===== config.mk =====
export PLATFORM = sky130hd
export DESIGN_NAME = crc_stream
export DESIGN_NICKNAME = d
export VERILOG_FILES = /design/src/rtl/crc_pkg.sv /design/src/rtl/crc_step.sv /design/src/rtl/crc_stream.sv
export SDC_FILE = /design/constraint.sdc
export NUM_CORES = 1
export LEC_CHECK = 0
export ABC_AREA = 0
export ABC_CLOCK_PERIOD_IN_PS = 1800
export BUFFER_PORTS_ARGS = -buffer_cell sky130_fd_sc_hd__buf_2
export CORE_MARGIN = 3
export CORE_UTILIZATION = 35
export DETAILED_ROUTE_END_ITERATION = 8
export HOLD_SLACK_MARGIN = 0.1
export SLEW_MARGIN = 5
export SYNTH_ARGS = -nofsm -noshare
export SYNTH_HDL_FRONTEND = slang
export SYNTH_SLANG_ARGS = --single-unit

===== constraint.sdc =====
create_clock -name clk -period 1.8 [get_ports clk]
set_input_delay 0.27 -clock clk [delete_from_list [all_inputs] [get_ports clk]]
set_output_delay 0.27 -clock clk [all_outputs]
set_load 0.03 [all_outputs]

===== src/rtl/crc_pkg.sv =====
// Shared types, preset CRC configurations and the bit-reflection helper.
package crc_pkg;

    typedef enum logic [0:0] {
        ST_IDLE  = 1'b0,
        ST_SHIFT = 1'b1
    } state_t;

    typedef struct packed {
        logic [31:0] poly;
        logic [31:0] init;
        logic [31:0] xor_out;
        logic        refin;
        logic        refout;
        logic [31:0] residue;
    } crc_preset_t;

    // Residues are the un-reflected register value seen after a good frame.
    localparam crc_preset_t CRC16_MODBUS = '{
        poly: 32'h0000_8005, init: 32'h0000_FFFF, xor_out: 32'h0000_0000,
        refin: 1'b1, refout: 1'b1, residue: 32'h0000_0000};
    localparam crc_preset_t CRC16_CCITT_FALSE = '{
        poly: 32'h0000_1021, init: 32'h0000_FFFF, xor_out: 32'h0000_0000,
        refin: 1'b0, refout: 1'b0, residue: 32'h0000_0000};
    localparam crc_preset_t CRC32 = '{
        poly: 32'h04C1_1DB7, init: 32'hFFFF_FFFF, xor_out: 32'hFFFF_FFFF,
        refin: 1'b1, refout: 1'b1, residue: 32'hC704_DD7B};

    function automatic logic [31:0] reflect(input logic [31:0] value, input int width);
        logic [31:0] r;
        r = 32'h0000_0000;
        for (int i = 0; i < 32; i++) begin
            if (i < width) r[i] = value[width-1-i];
            else           r[i] = 1'b0;
        end
        return r;
    endfunction

endpackage


===== src/rtl/crc_step.sv =====
// Combinational BPC-bit unrolled CRC update; in reflected mode the register is
// held bit-reversed and shifts right with the reflected polynomial.
module crc_step
    import crc_pkg::*;
#(
    parameter int               CRC_W      = 16,
    parameter logic [CRC_W-1:0] POLY       = 16'h8005,
    parameter int               BPC        = 8,
    parameter bit               REFLECT_IN = 1'b1
) (
    input  logic [CRC_W-1:0] crc_in,
    input  logic [BPC-1:0]   data,
    output logic [CRC_W-1:0] crc_out
);

    localparam logic [31:0]      POLY32 = 32'(POLY);
    localparam logic [CRC_W-1:0] RPOLY  = CRC_W'(reflect(POLY32, CRC_W));

    // Feed BPC data bits through the LFSR, oldest bit first.
    always_comb begin
        logic [CRC_W-1:0] acc;
        logic             fb;
        acc = crc_in;
        fb  = 1'b0;
        for (int i = 0; i < BPC; i++) begin
            if (REFLECT_IN) begin
                fb  = acc[0] ^ data[i];
                acc = (acc >> 1) ^ (fb ? RPOLY : {CRC_W{1'b0}});
            end else begin
                fb  = acc[CRC_W-1] ^ data[BPC-1-i];
                acc = (acc << 1) ^ (fb ? POLY : {CRC_W{1'b0}});
            end
        end
        crc_out = acc;
    end

endmodule


===== src/rtl/crc_stream.sv =====
// Streaming CRC engine: accepts DATA_W-bit words, digests BPC bits per clock
// and reports the final CRC plus a residue check at the end of each frame.
module crc_stream
    import crc_pkg::*;
#(
    parameter int               CRC_W       = 16,
    parameter logic [CRC_W-1:0] POLY        = 16'h8005,
    parameter logic [CRC_W-1:0] INIT        = 16'hFFFF,
    parameter logic [CRC_W-1:0] XOR_OUT     = 16'h0000,
    parameter bit               REFLECT_IN  = 1'b1,
    parameter bit               REFLECT_OUT = 1'b1,
    parameter logic [CRC_W-1:0] RESIDUE     = 16'h0000,
    parameter int               DATA_W      = 8,
    parameter int               BPC         = 8
) (
    input  logic              clk,
    input  logic              rst,
    input  logic              in_valid,
    output logic              in_ready,
    input  logic [DATA_W-1:0] in_data,
    input  logic              in_sof,
    input  logic              in_eof,
    output logic              out_valid,
    output logic [CRC_W-1:0]  out_crc,
    output logic              out_ok
);

    localparam int NSLICE = DATA_W / BPC;
    localparam int CNT_W  = (NSLICE > 1) ? $clog2(NSLICE) : 1;
    localparam logic [CRC_W-1:0] INIT_I =
        REFLECT_IN ? CRC_W'(reflect(32'(INIT), CRC_W)) : INIT;

    generate
        if ((DATA_W % BPC) != 0 || CRC_W < 8 || CRC_W > 32) begin : g_param_err
            $error("crc_stream: BPC must divide DATA_W and CRC_W must be 8..32");
        end
    endgenerate

    state_t             state_r;
    logic [CRC_W-1:0]   crc_r;
    logic [DATA_W-1:0]  data_r;
    logic [CNT_W-1:0]   cnt_r;
    logic               eof_r;
    logic               ready_r;
    logic               out_valid_r;
    logic [CRC_W-1:0]   out_crc_r;
    logic               out_ok_r;

    logic               xfer_s;
    logic [CRC_W-1:0]   step_crc_s;
    logic [BPC-1:0]     step_data_s;
    logic [CRC_W-1:0]   step_out_s;
    logic [CRC_W-1:0]   norm_s;
    logic [CRC_W-1:0]   report_s;
    logic               frame_end_s;

    // The slice consumed next sits at the end the bit order starts from.
    function automatic logic [BPC-1:0] slice_of(input logic [DATA_W-1:0] w);
        if (REFLECT_IN) return w[BPC-1:0];
        else            return w[DATA_W-1 -: BPC];
    endfunction

    function automatic logic [DATA_W-1:0] next_of(input logic [DATA_W-1:0] w);
        if (REFLECT_IN) return w >> BPC;
        else            return w << BPC;
    endfunction

    assign xfer_s = in_valid && ready_r;

    // Select the register and data slice fed to the update network.
    always_comb begin
        step_crc_s  = crc_r;
        step_data_s = slice_of(data_r);
        if (state_r == ST_IDLE) begin
            step_crc_s  = in_sof ? INIT_I : crc_r;
            step_data_s = slice_of(in_data);
        end else begin
            step_crc_s  = crc_r;
            step_data_s = slice_of(data_r);
        end
    end

    crc_step #(
        .CRC_W      (CRC_W),
        .POLY       (POLY),
        .BPC        (BPC),
        .REFLECT_IN (REFLECT_IN)
    ) u_step (
        .crc_in  (step_crc_s),
        .data    (step_data_s),
        .crc_out (step_out_s)
    );

    // Result formatting: undo the internal reflection, then apply output options.
    always_comb begin
        norm_s   = REFLECT_IN ? CRC_W'(reflect(32'(step_out_s), CRC_W)) : step_out_s;
        report_s = (REFLECT_OUT ? CRC_W'(reflect(32'(norm_s), CRC_W)) : norm_s) ^ XOR_OUT;
        if (state_r == ST_IDLE) begin
            frame_end_s = xfer_s && in_eof && (NSLICE == 1);
        end else begin
            frame_end_s = eof_r && (cnt_r == {CNT_W{1'b0}});
        end
    end

    // Control FSM, CRC register and registered result outputs.
    always_ff @(posedge clk) begin
        if (rst) begin
            state_r     <= ST_IDLE;
            crc_r       <= INIT_I;
            data_r      <= {DATA_W{1'b0}};
            cnt_r       <= {CNT_W{1'b0}};
            eof_r       <= 1'b0;
            ready_r     <= 1'b1;
            out_valid_r <= 1'b0;
            out_crc_r   <= {CRC_W{1'b0}};
            out_ok_r    <= 1'b0;
        end else begin
            out_valid_r <= frame_end_s;
            if (frame_end_s) begin
                out_crc_r <= report_s;
                out_ok_r  <= (norm_s == RESIDUE);
            end
            case (state_r)
                ST_IDLE: begin
                    if (xfer_s) begin
                        crc_r  <= step_out_s;
                        data_r <= next_of(in_data);
                        eof_r  <= in_eof;
                        if (NSLICE > 1) begin
                            state_r <= ST_SHIFT;
                            ready_r <= 1'b0;
                            cnt_r   <= CNT_W'(NSLICE - 2);
                        end
                    end
                end
                ST_SHIFT: begin
                    crc_r  <= step_out_s;
                    data_r <= next_of(data_r);
                    if (cnt_r == {CNT_W{1'b0}}) begin
                        state_r <= ST_IDLE;
                        ready_r <= 1'b1;
                    end else begin
                        cnt_r <= cnt_r - CNT_W'(1);
                    end
                end
                default: begin
                    state_r <= ST_IDLE;
                    ready_r <= 1'b1;
                end
            endcase
        end
    end

    assign in_ready  = ready_r;
    assign out_valid = out_valid_r;
    assign out_crc   = out_crc_r;
    assign out_ok    = out_ok_r;

endmodule

==> flow_summary_export.csv <==
group,metric,value,unit
outcome,outcome,"finished with violations",
outcome,failed_checks,"negative setup slack",
timing,fmax,0.548,GHz
power_and_ir_drop,clkPwrFrac,0.261,
worst_hold_path,holdCritPathClass,"in -> reg",
synth,yosys_warnings,0,
critical_path,criticalPathCategory,"reg -> reg",
routing,via_per_inst,4.67,
place,dp_hpwl,3180,µm
timing,timing.final.ws_setup,-0.0259,ns
final_layout,area_growth,30.4,%
clock_tree,cts_root_buffer,"clkbuf_8",
final_layout,design_area,2260,µm²
grt,grt_pass1_wl,7070,µm
synth,synth_area_leaders,"dfxtp_1 (39%), xnor2_1 (16%), nor2_1 (10%), nand2_1 (4.8%), o21ai_0 (3.5%)",
final_layout,final_cell_mix,"nor2_1 (48), dfxtp_1 (32), buf_2 (30)",
critical_path,worstPathMaxFanout,3,
timing,fin_crit,1.83,ns
final_layout,nNetsFinal,272,
grt,track_usage,0.147,
synth,synth-seq-cells,34,
grt,antenna_found_initial,0,
timing,setup_viol,2,
power_and_ir_drop,powerDensity,929,nW/µm²
power_and_ir_drop,combPwrFrac,0.328,
critical_path,crit_chain,"xnor2_2 -> or3_4 -> a211o_1 -> a21o_1 -> a2111oi_4 -> nor3_1",
place,gp_congestion,0.778,
die,start_util,0.379,
critical_path,cp-end-kind,"flop",
die,die_area,5820,µm²
timing,maxSlewViolCount,0,
clock_tree,cts.sinks,34,
clock_tree,cts_hold_buf,0,
final_layout,diodes,0,
routing,avgRoutedWirePerCell,12.7,µm
power_and_ir_drop,seqPwrFrac,0.411,
clock_tree,h-tree-depth,2,
clock_tree,numCtsBuffers,5,
synth,synth.net_count,224,
timing,fin_skew,0.00755,ns
timing,final-hold-violation-count,0,
die,dieWidth,76.3,µm
synth,postSynthCellCount,211,
die,ios,32,
place,placed_area,2100,µm²
synth,yosysTopAreaCell,"dfxtp_1",
place,preCtsSetupSlack,-0.164,ns
synth,synth.top_cell.area_share,0.393,
job,cap_violations,0,
clock_tree,clockBufferDepth,2,
routing,dr.first_iter.drc_count,104,
power_and_ir_drop,ir_drop,478,µV
critical_path,cp.required,1.97,ns
die,num_rows,24,
power_and_ir_drop,internal_power,1.44,mW
power_and_ir_drop,switching_share,0.316,
timing,setup_tns,-0.0374,ns
clock_tree,cts_tree,"built",
die,dieHeight,76.3,µm
synth,syn_area,1730,µm²
clock_tree,clkLatencyLatePin,0.28,ns
routing,first_pass_iters,4,
routing,vias,1509,
power_and_ir_drop,p_switching,0.662,mW
clock_tree,clkTransAtPathRegs,0.07,ns
grt,grt_max_degree,27,
clock_tree,cts_setup_buffers,0,
power_and_ir_drop,leakage,0.933,nW
routing,antenna_left,0,
timing,period_share,1.01,
synth,syn_avg_cell_area,8.20,µm²
final_layout,stdcell_count,323,
grt,grt_pass1_vias,1509,
critical_path,slowest_stage,"or3_4",
critical_path,slowest_delay,0.35,ns
synth,synth-seq-area-share,0.393,
place,dp_cells,317,
routing,drc,0,
die,core,4560,µm²
place,portBuffers,30,
timing,rsz0062_at_grt,"true",
routing,drt-total-wl,4110,µm
final_layout,drive_gt1_frac,0.302,
critical_path,crit_arrival,1.99,ns
synth,synth.distinct_cells,37,
grt,grt_overflow_total,0,
critical_path,critPathLaunchType,"flop",
final_layout,final_common_cell,"nor2_1",
-- kinds of logic after synthesis --
logic type | Yosys count | synth area share
xor+xnor | 37 | 0.203
buf+inv | 15 | 0.0361
flops | 34 | 0.393
compound gates | 36 | 0.144
other cells | 1 | 0.00217
simple gates | 88 | 0.221
-- metrics by stage --
| stage | hold slack, ns | total power [mW] | utilization |
|---|---|---|---|
| floorplan | 0.354 | 1.31 | - |
| global placement | 0.447 | 1.50 | 0.461 |
| detailed placement | 0.447 | 1.51 | 0.461 |
| CTS | 0.274 | 2.06 | 0.479 |
| global route | 0.313 | 2.21 | 0.495 |
| finish | 0.286 | 2.10 | 0.495 |
-- Yosys cell counts --
cell type  instances
xnor3_1            2
dfxtp_1           34
o21ai_0           12
nand4b_1           1
a211o_1            4
o31ai_1            1
a211oi_1           8
inv_1              2
o211ai_2           1
o211ai_1           1
and2_4             1
xnor2_1           32
a311oi_1           1
a21o_1             1
o21a_1             1
clkbuf_2           1
buf_2              1
nor3_2             1
nor4_1             1
nor2_2             1
nor2_1            48
and4_2             1
nor3_1             6
nand2_1           22
a21oi_1            4
a2111oi_1          1
clkbuf_1           9
nor2b_1            1
conb_1             1
buf_1              1
xor2_1             3
buf_4              1
nand4_1            1
or3_4              1
and2_1             1
a211oi_2           1
nand3_1            2
-- path summary, 6_finish.rpt --
| path | startpoint | to | slack, ns | cells after the start |
|---|---|---|---|---|
| min reg2reg | out_crc[11] | out_crc[11] | 0.45 | 2 |
| max | crc_r[0] | crc_r[0] | -0.03 | 6 |
| min | in_eof | out_valid | 0.29 | 3 |
| max reg2reg | crc_r[0] | crc_r[0] | -0.03 | 6 |
-- critical path, delay by kind of cell, from the launching register on --
family                    cells  cell delay [ns]
xor gates and xnor gates      1             0.14
AOI/OAI and AO/OA             3             0.81
and+or+nand+nor               2             0.43
DFF                           1             0.34
-- layout make-up --
cell class	count	area, µm²
repair buffers	54	330
flip-flops and latches	34	683
multi-input cells	162	1070
fillers	479	2310
clock buffers	6	82.6
well taps	65	81.3
inverters	2	7.51
-- power by group through the flow --
stage,logic [mW],clock network (mW),registers (mW)
after global placement,0.626,0,0.877
final,0.688,0.548,0.861
after CTS,0.632,0.563,0.861
after global routing,0.754,0.590,0.870
after detailed placement,0.628,0,0.878
after floorplan,0.377,0,0.929
-- metal layers --
layer | up-vias | share of wire | global-route usage
li1 | 793 | - | -
met1 | 690 | 0.47 | 0.197
met2 | 26 | 0.49 | 0.242
met3 | 0 | 0.031 | 0.0331
met4 | 0 | 0 | 0.0344
met5 | - | 0 | 0
-- sequential cells by signal (all words and copies together) (netlist names) --
signal,cells
crc_r,16
out_valid,1
out_crc,16
out_ok,1
-- what timing repair did --
action | in CTS | in global routing
endpoints found under the setup margin | 1 | 7
hold endpoints to repair | 0 | 0
pin swaps | 1 | 1
resized for setup | 0 | 9
Note: power is estimated with default switching activity, not from simulation.
